===== src/rtl/mem_cmd_executor_pkg.sv =====
// rtl/mem_cmd_executor_pkg.sv - shared command type, controller opcodes and executor states
package mem_cmd_executor_pkg;

  typedef struct packed {
    logic        read_not_write;
    logic [31:0] length;
    logic [31:0] address;
  } mem_command_t;

  localparam logic [2:0] APP_CMD_WRITE = 3'b000;
  localparam logic [2:0] APP_CMD_READ  = 3'b001;

  typedef enum logic [1:0] {
    ST_IDLE,
    ST_WR_ISSUE,
    ST_RD_ISSUE,
    ST_RD_DRAIN
  } exec_state_t;

endpackage


===== src/rtl/mem_rd_return_fifo.sv =====
// rtl/mem_rd_return_fifo.sv - first-word-fall-through buffer for controller read returns
module mem_rd_return_fifo #(
  parameter int width     = 32,
  parameter int log_depth = 4
) (
  input  logic                 clk,
  input  logic                 reset,
  input  logic                 push,
  input  logic [width-1:0]     push_data,
  input  logic                 pop,
  output logic                 valid,
  output logic [width-1:0]     head,
  output logic [log_depth:0]   count
);

  localparam int DEPTH = 2 ** log_depth;

  logic [width-1:0]     mem [DEPTH];
  logic [log_depth-1:0] wr_ptr;
  logic [log_depth-1:0] rd_ptr;
  logic                 do_push;
  logic                 do_pop;

  assign valid   = (count != '0);
  assign head    = mem[rd_ptr];
  assign do_pop  = pop && valid;
  // A full buffer only accepts a push when a pop frees a slot in the same cycle.
  assign do_push = push && ((count != (log_depth+1)'(DEPTH)) || do_pop);

  always_ff @(posedge clk) begin
    if (do_push) mem[wr_ptr] <= push_data;
  end

  always_ff @(posedge clk or negedge reset) begin
    if (!reset) begin
      wr_ptr <= '0;
      rd_ptr <= '0;
      count  <= '0;
    end else begin
      if (do_push) wr_ptr <= wr_ptr + 1'b1;
      if (do_pop)  rd_ptr <= rd_ptr + 1'b1;
      case ({do_push, do_pop})
        2'b10:   count <= count + 1'b1;
        2'b01:   count <= count - 1'b1;
        default: count <= count;
      endcase
    end
  end

endmodule


===== src/rtl/mem_cmd_executor.sv =====
// rtl/mem_cmd_executor.sv - executes FIFO memory commands as single-word MIG app transactions
module mem_cmd_executor
  import mem_cmd_executor_pkg::*;
#(
  parameter int mem_width      = 32,
  parameter int app_addr_width = 28,
  parameter int addr_shift     = 2,
  parameter int rd_log_depth   = 4
) (
  input  logic                      clk,
  input  logic                      reset,
  input  logic                      cmd_enable,
  input  logic [64:0]               cmd_data,
  output logic                      cmd_ready,
  input  logic                      wr_enable,
  input  logic [mem_width-1:0]      wr_data,
  output logic                      wr_ready,
  input  logic                      rd_ready,
  output logic                      rd_enable,
  output logic [mem_width-1:0]      rd_data,
  output logic                      app_en,
  output logic [2:0]                app_cmd,
  output logic [app_addr_width-1:0] app_addr,
  input  logic                      app_rdy,
  output logic                      app_wdf_wren,
  output logic                      app_wdf_end,
  output logic [mem_width-1:0]      app_wdf_data,
  input  logic                      app_wdf_rdy,
  input  logic [mem_width-1:0]      app_rd_data,
  input  logic                      app_rd_data_valid,
  output logic                      busy,
  output logic                      err_unexpected
);

  exec_state_t           state;
  mem_command_t          cmd;
  logic                  running;
  logic [31:0]           cmd_addr;
  logic [31:0]           cmd_len;
  logic [31:0]           word_idx;
  logic [31:0]           word_addr;
  logic [rd_log_depth:0] outstanding;
  logic [rd_log_depth:0] buffered;
  logic [rd_log_depth+1:0] in_flight;
  logic                  credit_ok;
  logic                  last_word;
  logic                  wr_fire;
  logic                  rd_issue_en;
  logic                  rd_fire;
  logic                  ret_ok;

  assign cmd       = mem_command_t'(cmd_data);
  assign last_word = (word_idx == cmd_len - 32'd1);
  assign word_addr = cmd_addr + word_idx;
  assign app_addr  = app_addr_width'({32'd0, word_addr} << addr_shift);

  // Credit covers both in-flight reads and words parked in the buffer, so returns never overflow it.
  assign in_flight = {1'b0, outstanding} + {1'b0, buffered};
  assign credit_ok = in_flight < (rd_log_depth+2)'(2 ** rd_log_depth);

  assign cmd_ready    = running && (state == ST_IDLE);
  assign busy         = (state != ST_IDLE);
  assign wr_ready     = (state == ST_WR_ISSUE) && app_rdy && app_wdf_rdy;
  assign wr_fire      = wr_enable && wr_ready;
  assign rd_issue_en  = (state == ST_RD_ISSUE) && credit_ok;
  assign rd_fire      = rd_issue_en && app_rdy;
  assign app_en       = wr_fire || rd_issue_en;
  assign app_cmd      = (state == ST_RD_ISSUE) ? APP_CMD_READ : APP_CMD_WRITE;
  assign app_wdf_wren = wr_fire;
  assign app_wdf_end  = wr_fire;
  assign app_wdf_data = wr_data;
  assign ret_ok       = app_rd_data_valid && (outstanding != '0);

  always_ff @(posedge clk or negedge reset) begin
    if (!reset) begin
      state          <= ST_IDLE;
      running        <= 1'b0;
      cmd_addr       <= '0;
      cmd_len        <= '0;
      word_idx       <= '0;
      outstanding    <= '0;
      err_unexpected <= 1'b0;
    end else begin
      running <= 1'b1;
      if (app_rd_data_valid && (outstanding == '0)) err_unexpected <= 1'b1;

      case ({rd_fire, ret_ok})
        2'b10:   outstanding <= outstanding + 1'b1;
        2'b01:   outstanding <= outstanding - 1'b1;
        default: outstanding <= outstanding;
      endcase

      case (state)
        ST_IDLE: begin
          if (cmd_enable && cmd_ready) begin
            cmd_addr <= cmd.address;
            cmd_len  <= cmd.length;
            word_idx <= '0;
            if (cmd.length != '0)
              state <= cmd.read_not_write ? ST_RD_ISSUE : ST_WR_ISSUE;
          end
        end
        ST_WR_ISSUE: begin
          if (wr_fire) begin
            word_idx <= word_idx + 32'd1;
            if (last_word) state <= ST_IDLE;
          end
        end
        ST_RD_ISSUE: begin
          if (rd_fire) begin
            word_idx <= word_idx + 32'd1;
            if (last_word) state <= ST_RD_DRAIN;
          end
        end
        ST_RD_DRAIN: begin
          // Holding here keeps a following write from overtaking read returns.
          if (outstanding == '0) state <= ST_IDLE;
        end
        default: state <= ST_IDLE;
      endcase
    end
  end

  mem_rd_return_fifo #(
    .width     (mem_width),
    .log_depth (rd_log_depth)
  ) u_rd_fifo (
    .clk       (clk),
    .reset     (reset),
    .push      (ret_ok),
    .push_data (app_rd_data),
    .pop       (rd_ready),
    .valid     (rd_enable),
    .head      (rd_data),
    .count     (buffered)
  );

endmodule

===== config.mk =====
export PLATFORM = sky130hd
export DESIGN_NAME = mem_cmd_executor
export DESIGN_NICKNAME = d
export VERILOG_FILES = /design/src/rtl/mem_cmd_executor_pkg.sv /design/src/rtl/mem_rd_return_fifo.sv /design/src/rtl/mem_cmd_executor.sv
export SDC_FILE = /design/constraint.sdc
export NUM_CORES = 1
export LEC_CHECK = 0
export BUFFER_PORTS_ARGS = -buffer_cell sky130_fd_sc_hd__buf_2
export CORE_AREA = 2 2 303 305
export DETAILED_ROUTE_END_ITERATION = 16
export DIE_AREA = 0 0 305 307
export SYNTH_ARGS = -nofsm -noshare
export SYNTH_HDL_FRONTEND = slang
export SYNTH_SLANG_ARGS = --single-unit

===== constraint.sdc =====
create_clock -name clk -period 5.1 [get_ports clk]
set_input_delay 1.53 -clock clk [delete_from_list [all_inputs] [get_ports clk]]
set_output_delay 1.53 -clock clk [all_outputs]
set_load 0.1 [all_outputs]

Word-level counts from Yosys, hierarchy flattened
Memory sizes are Yosys's and may differ from the RTL's.
Cells that the tools add are included.
W data, S select, Z words.
{"block": "word_totals", "reg_bits": 112, "ramBits": 512, "in_bits": 137, "output_inout_bits": 103, "wordCells": 81, "n_memories": 1}
{"block": "classes", "addsub": 10, "magnitude_cmp": 1, "eq_ne": 16, "n_mux": 18, "n_reduce_logical": 25}
{"memory": "u_rd_fifo.mem", "words": 16, "word_bits": 32, "read_ports": 1, "rd_ports_with_merged_regs": 0, "write_ports": 1, "line": "mem_rd_return_fifo.sv:18", "text": "logic [width-1:0] mem [DEPTH];"}
{"operator": "$mux W32", "count": 3}
{"operator": "$pmux W32 S3", "count": 1}
{"operator": "$add A32 B1 Y32 const B", "count": 1}
{"operator": "$eq A32 B32 Y1", "count": 1}
{"operator": "$reduce_bool A32 Y1", "count": 1}
{"operator": "$sub A32 B1 Y32 const B", "count": 1}
{"operator": "$add A26 B26 Y26", "count": 1}
{"operator": "$pmux W5 S2", "count": 2}
{"operator": "$mux W2", "count": 8}
{"operator": "$logic_and A1 B1 Y1", "count": 11}
{"operator": "$add A5 B1 Y5 const B", "count": 2}
{"operator": "$ne A2 B2 Y1 const B", "count": 5}
{"operator": "$reduce_bool A5 Y1", "count": 2}
{"operator": "$sub A5 B1 Y5 const B", "count": 2}
{"operator": "$add A4 B1 Y4 const B", "count": 2}
{"operator": "$eq A2 B2 Y1 const B", "count": 4}
{"operator": "$pmux W2 S4", "count": 1}
{"operator": "$reduce_and A7 Y1", "count": 1}
{"operator": "$add A5 B5 Y6", "count": 1}
{"operator": "$eq A2 B1 Y1 const B", "count": 3}
{"operator": "$lt A6 B5 Y1 const B", "count": 1}
{"operator": "$reduce_bool A2 Y1", "count": 3}
{"operator": "$logic_not A5 Y1", "count": 1}
{"operator": "$ne A5 B5 Y1 const B", "count": 1}
{"operator": "other kinds (7)", "count": 11}

Depth between registers and ports, before layout
{"block": "depth", "word_depth": 6, "depth_mapped": 13}

Modules after synthesis
From an unflattened synthesis, not the netlist that was laid out.
{"block": "hier_totals", "hier_cells": 1575, "hier_area_um2": 27345.0}
{"module": "mem_rd_return_fifo", "instances": 1, "cells_per_inst": 827, "area_each_um2": 20234.4, "seq_area_each_um2": 15700.1}
{"module": "mem_cmd_executor", "instances": 1, "cells_per_inst": 748, "area_each_um2": 7110.6, "seq_area_each_um2": 2477.4}

Worst setup path before layout
OpenSTA, ideal clock, no wires.
{"block": "synth_path", "path_type": "reg-to-output", "startpoint": "register word_idx[0]", "endpoint": "output port app_addr[26]", "t_arrival_ns": 3.688, "t_required_ns": 3.570, "path_slack_ns": -0.118, "path_stages_with_launch": 12, "cell_sequence": "dfrtp_1 ha_1 inv_1 fa_1 nor2b_1 o31a_1 o31a_1 o211ai_1 a21oi_1 a221oi_1 o211ai_1 xor2_1"}
{"block": "synth_between", "elab_chain_len": 1}
{"element": "from (decl)", "line": "mem_cmd_executor.sv:40", "text": "logic [31:0] word_idx;"}
{"element": "from (signal assigned)", "line": "mem_cmd_executor.sv:105", "text": "word_idx <= word_idx + 32'd1;"}
{"element": "from (signal assigned)", "line": "mem_cmd_executor.sv:111", "text": "word_idx <= word_idx + 32'd1;"}
{"element": "$add A26 B26 Y26", "line": "mem_cmd_executor.sv:54", "text": "assign word_addr = cmd_addr + word_idx;"}
{"element": "to (decl)", "line": "mem_cmd_executor.sv:23", "text": "output logic [app_addr_width-1:0] app_addr,"}
No other way between the ends.

Final worst setup path
Same ends and word-level chain as after synthesis.

==> reports/qor.yml <==
outcome:
  status: "completed"
worst_setup_path:
  worstPathRequired_ns: 3.57
  critPathBufInv: 3
  start_kind: "register"
  crit_fanout: 3
  path_class: "reg2out"
  worstPathArrival_ns: 3.51
  crit_chain: "ha_4 -> inv_2 -> fa_2 -> nor2b_2 -> o31a_1 -> o31a_1 -> o211ai_1 -> buf_4 -> a21oi_4 -> a221oi_4 -> o211ai_1 -> xor2_2 -> buf_12"
  end_kind: "primary output"
  slowest_delay_ns: 0.42
  cp_slowest_cell: "dfrtp_2"
  cpLargestDelayFamily: "compound AO/OA/AOI/OAI gates"
  r2r_setup_slack_ns: 0.89
flow_run:
  cap_violations: 0
clocking:
  path_clk_slew_ns: 0.06
  cts_buffers: 70
  clk_path_buf_depth: 3
  cts_sinks: 624
  htree_levels: 3
  cts_tree: "yes"
  cts-hold-fix-buffers: 0
  clk_latency_ns: 0.61
  cts_root_buf: "clkbuf_16"
synth:
  ys_warn_count: 0
  ys_ff_latch: 624
  yosysTopAreaCell: "edfxtp_1"
  syn-cell-area_um2: 26980
  ys_types: 63
  ys_top_cells_by_area: "edfxtp_1 57%, mux4_2 13%, dfrtp_1 10%"
  synthArstFlopShare: 0.1795
  seq_area_frac_synth: 0.6738
  synth.top_cell.area_share: 0.5699
  ys.flop_type: "edfxtp_1"
  synth-edff-count: 512
  syn_area_per_cell_um2: 17.52
  syn_inst: 1540
routing:
  wire_per_inst_um: 21.12
  wirelength_um: 62710
  drc: 0
  via_per_inst: 4.919
  num_vias: 14610
  drt-pass1-iter-count: 5
  postRouteAntennaNets: 0
  drt_iter0_drc: 1149
floorplanning:
  initial_core_util: 0.2974
  coreArea_um2: 90690
  dieHeight_um: 307
  dieWidth_um: 305
  fp-row-count: 111
  io_pins: 240
  dieArea_um2: 93640
sta:
  clock_skew_ns: 0.04880
  period_minus_slack_ns: 5.042
  relSlewSlack: 0.3424
  hold_viol_final: 0
  slew_violations: 0
  min_period_over_period: 0.9886
  setup_viol: 0
  rsz0062_at_grt: "yes"
  tightest_slew_ns: 0.9863
  worst_hold_slack_ns: 0.4961
  fmax_mhz: 198.3
power:
  leakagePower_uw: 0.01112
  irDropWorstVdd_v: 0.0004986
  p_per_area_nw_per_um2: 649.8
placed_design:
  portBuffers: 165
  post-dp-hpwl_um: 38550
  globalplace.congestion: 0.8411
  placed_cells: 2842
global_routing:
  grt_usage: 0.1331
  antenna_found_initial: 7
  grt_pass1_vias: 15110
  grt_max_degree: 76
  grt_overflow_total: 0
  grt_pass1_wl_um: 94680
layout:
  finalNetCount: 1917
  drive_above_1_share: 0.3309
  syn2layout_area_growth_pct: 18.13
  antennaDiodeCount: 0
  final_cells: 2969
min_path:
  hold_class: "reg2reg"
[state kept, by name, summed over array words and instances (netlist names)]
| register | cells |
|---|---|
| cmd_len | 32 |
| outstanding | 5 |
| state | 2 |
| word_idx | 32 |
| u_rd_fifo.rd_ptr | 4 |
| running | 1 |
| u_rd_fifo.wr_ptr | 4 |
| u_rd_fifo.mem | 512 |
| err_unexpected | 1 |
| cmd_addr | 26 |
| u_rd_fifo.count | 5 |
[layer usage]
metal  share of wire  track usage  vias to the layer above
met5         0.00064            0                        -
met4           0.024      0.04041                        6
met3           0.054      0.02660                      102
met2            0.50       0.2265                      431
met1            0.42       0.1714                     7608
li1                -            -                     6458
[cells by family (layout without fill, tap and decap cells)]
kind of cell,Yosys count,count (layout),synth area share
XOR/XNOR,97,97,0.03149
multiplexers,230,230,0.1624
adder cells (fa/ha/maj),50,50,0.02403
buffers and inverters,135,375,0.02426
other,2,5,0.0002784
flip-flops,624,624,0.6738
AND/OR/NAND/NOR,274,274,0.05315
AO/OA/AOI/OAI,128,128,0.03057
[power by group]
group,internal (uW),switching [uW]
Combinational,2790,5820
Sequential,6270,628
Clock,3110,2090
Total,12200,8540
[what timing repair did]
| item | 4_1_cts | 5_1_grt |
|---|---|---|
| pin swaps | 4 | 8 |
| setup buffers | 1 | 2 |
| endpoints found under the setup margin | 9 | 9 |
| resized for setup | 11 | 16 |
[path summary, 6_finish.rpt]
kind | from | end | depth (start not counted)
worst max-delay path | word_idx[0] | app_addr[26] | 13
worst min-delay path | err_unexpected | err_unexpected | 1
worst max register to register | cmd_len[0] | state[1] | 11
worst min register to register | err_unexpected | err_unexpected | 1
max in group asynchronous | reset | outstanding[2] | 2
min in group asynchronous | reset | cmd_addr[16] | 1
[cells in the mapped netlist, types with 4 or more instances]
library cell,number
a21o_1,9
a21oi_1,29
a22o_1,8
a31oi_1,4
and2_1,11
and3_1,5
and4_1,7
buf_1,23
buf_4,37
clkbuf_1,36
dfrtp_1,112
edfxtp_1,512
ha_1,47
inv_1,37
mux2_2,59
mux2i_1,9
mux4_2,160
nand2_1,62
nand2b_1,13
nand3_1,25
nand4_1,13
nor2_1,58
nor2b_1,10
nor3_1,17
nor4_1,20
o211ai_1,8
o21a_1,8
o21ai_0,35
or3_1,9
or4_1,10
xnor2_1,53
xor2_1,44
[metrics by stage]
step	TNS, ns	utilization	cell area [um2]	total power, uW	worst slack, ns
global route	-0.2012	0.3514	31870	21610	-0.1233
floorplan	0	-	27010	13880	0.01490
detailed placement	0	0.3236	29350	15660	0.2764
global placement	0	0.3236	29350	15520	0.2544
finish	0	0.3514	31870	20710	0.05829
CTS	-0.2051	0.3507	31800	20920	-0.2051
[cell type report]
class                      count  area, um2
timing repair buffer         213       1323
fill                        8407      58820
tap                         1186       1484
clock buffer                  77       1809
clock inverter                48      598.1
inverter                      37      138.9
multi-input combinational    784       8323
sequential                   624      18190
[cell usage in the layout (no fill, tap or decap), drive strengths merged, types with 7 or more instances in the layout]
cell type	count
edfxtp	512
buf	212
mux4	160
dfrtp	112
clkbuf	78
nand2	62
mux2	61
nor2	58
xnor2	53
ha	47
xor2	44
inv	43
o21ai	37
a21oi	29
clkinv	27
nand3	25
nor4	22
nor3	17
nand2b	13
nand4	13
or4	11
and2	11
bufinv	10
nor2b	10
a21o	9
or3	9
mux2i	9
o21a	8
o211ai	8
a22o	8
and4	7
No activity file was read; power rests on OpenSTA's default activity.
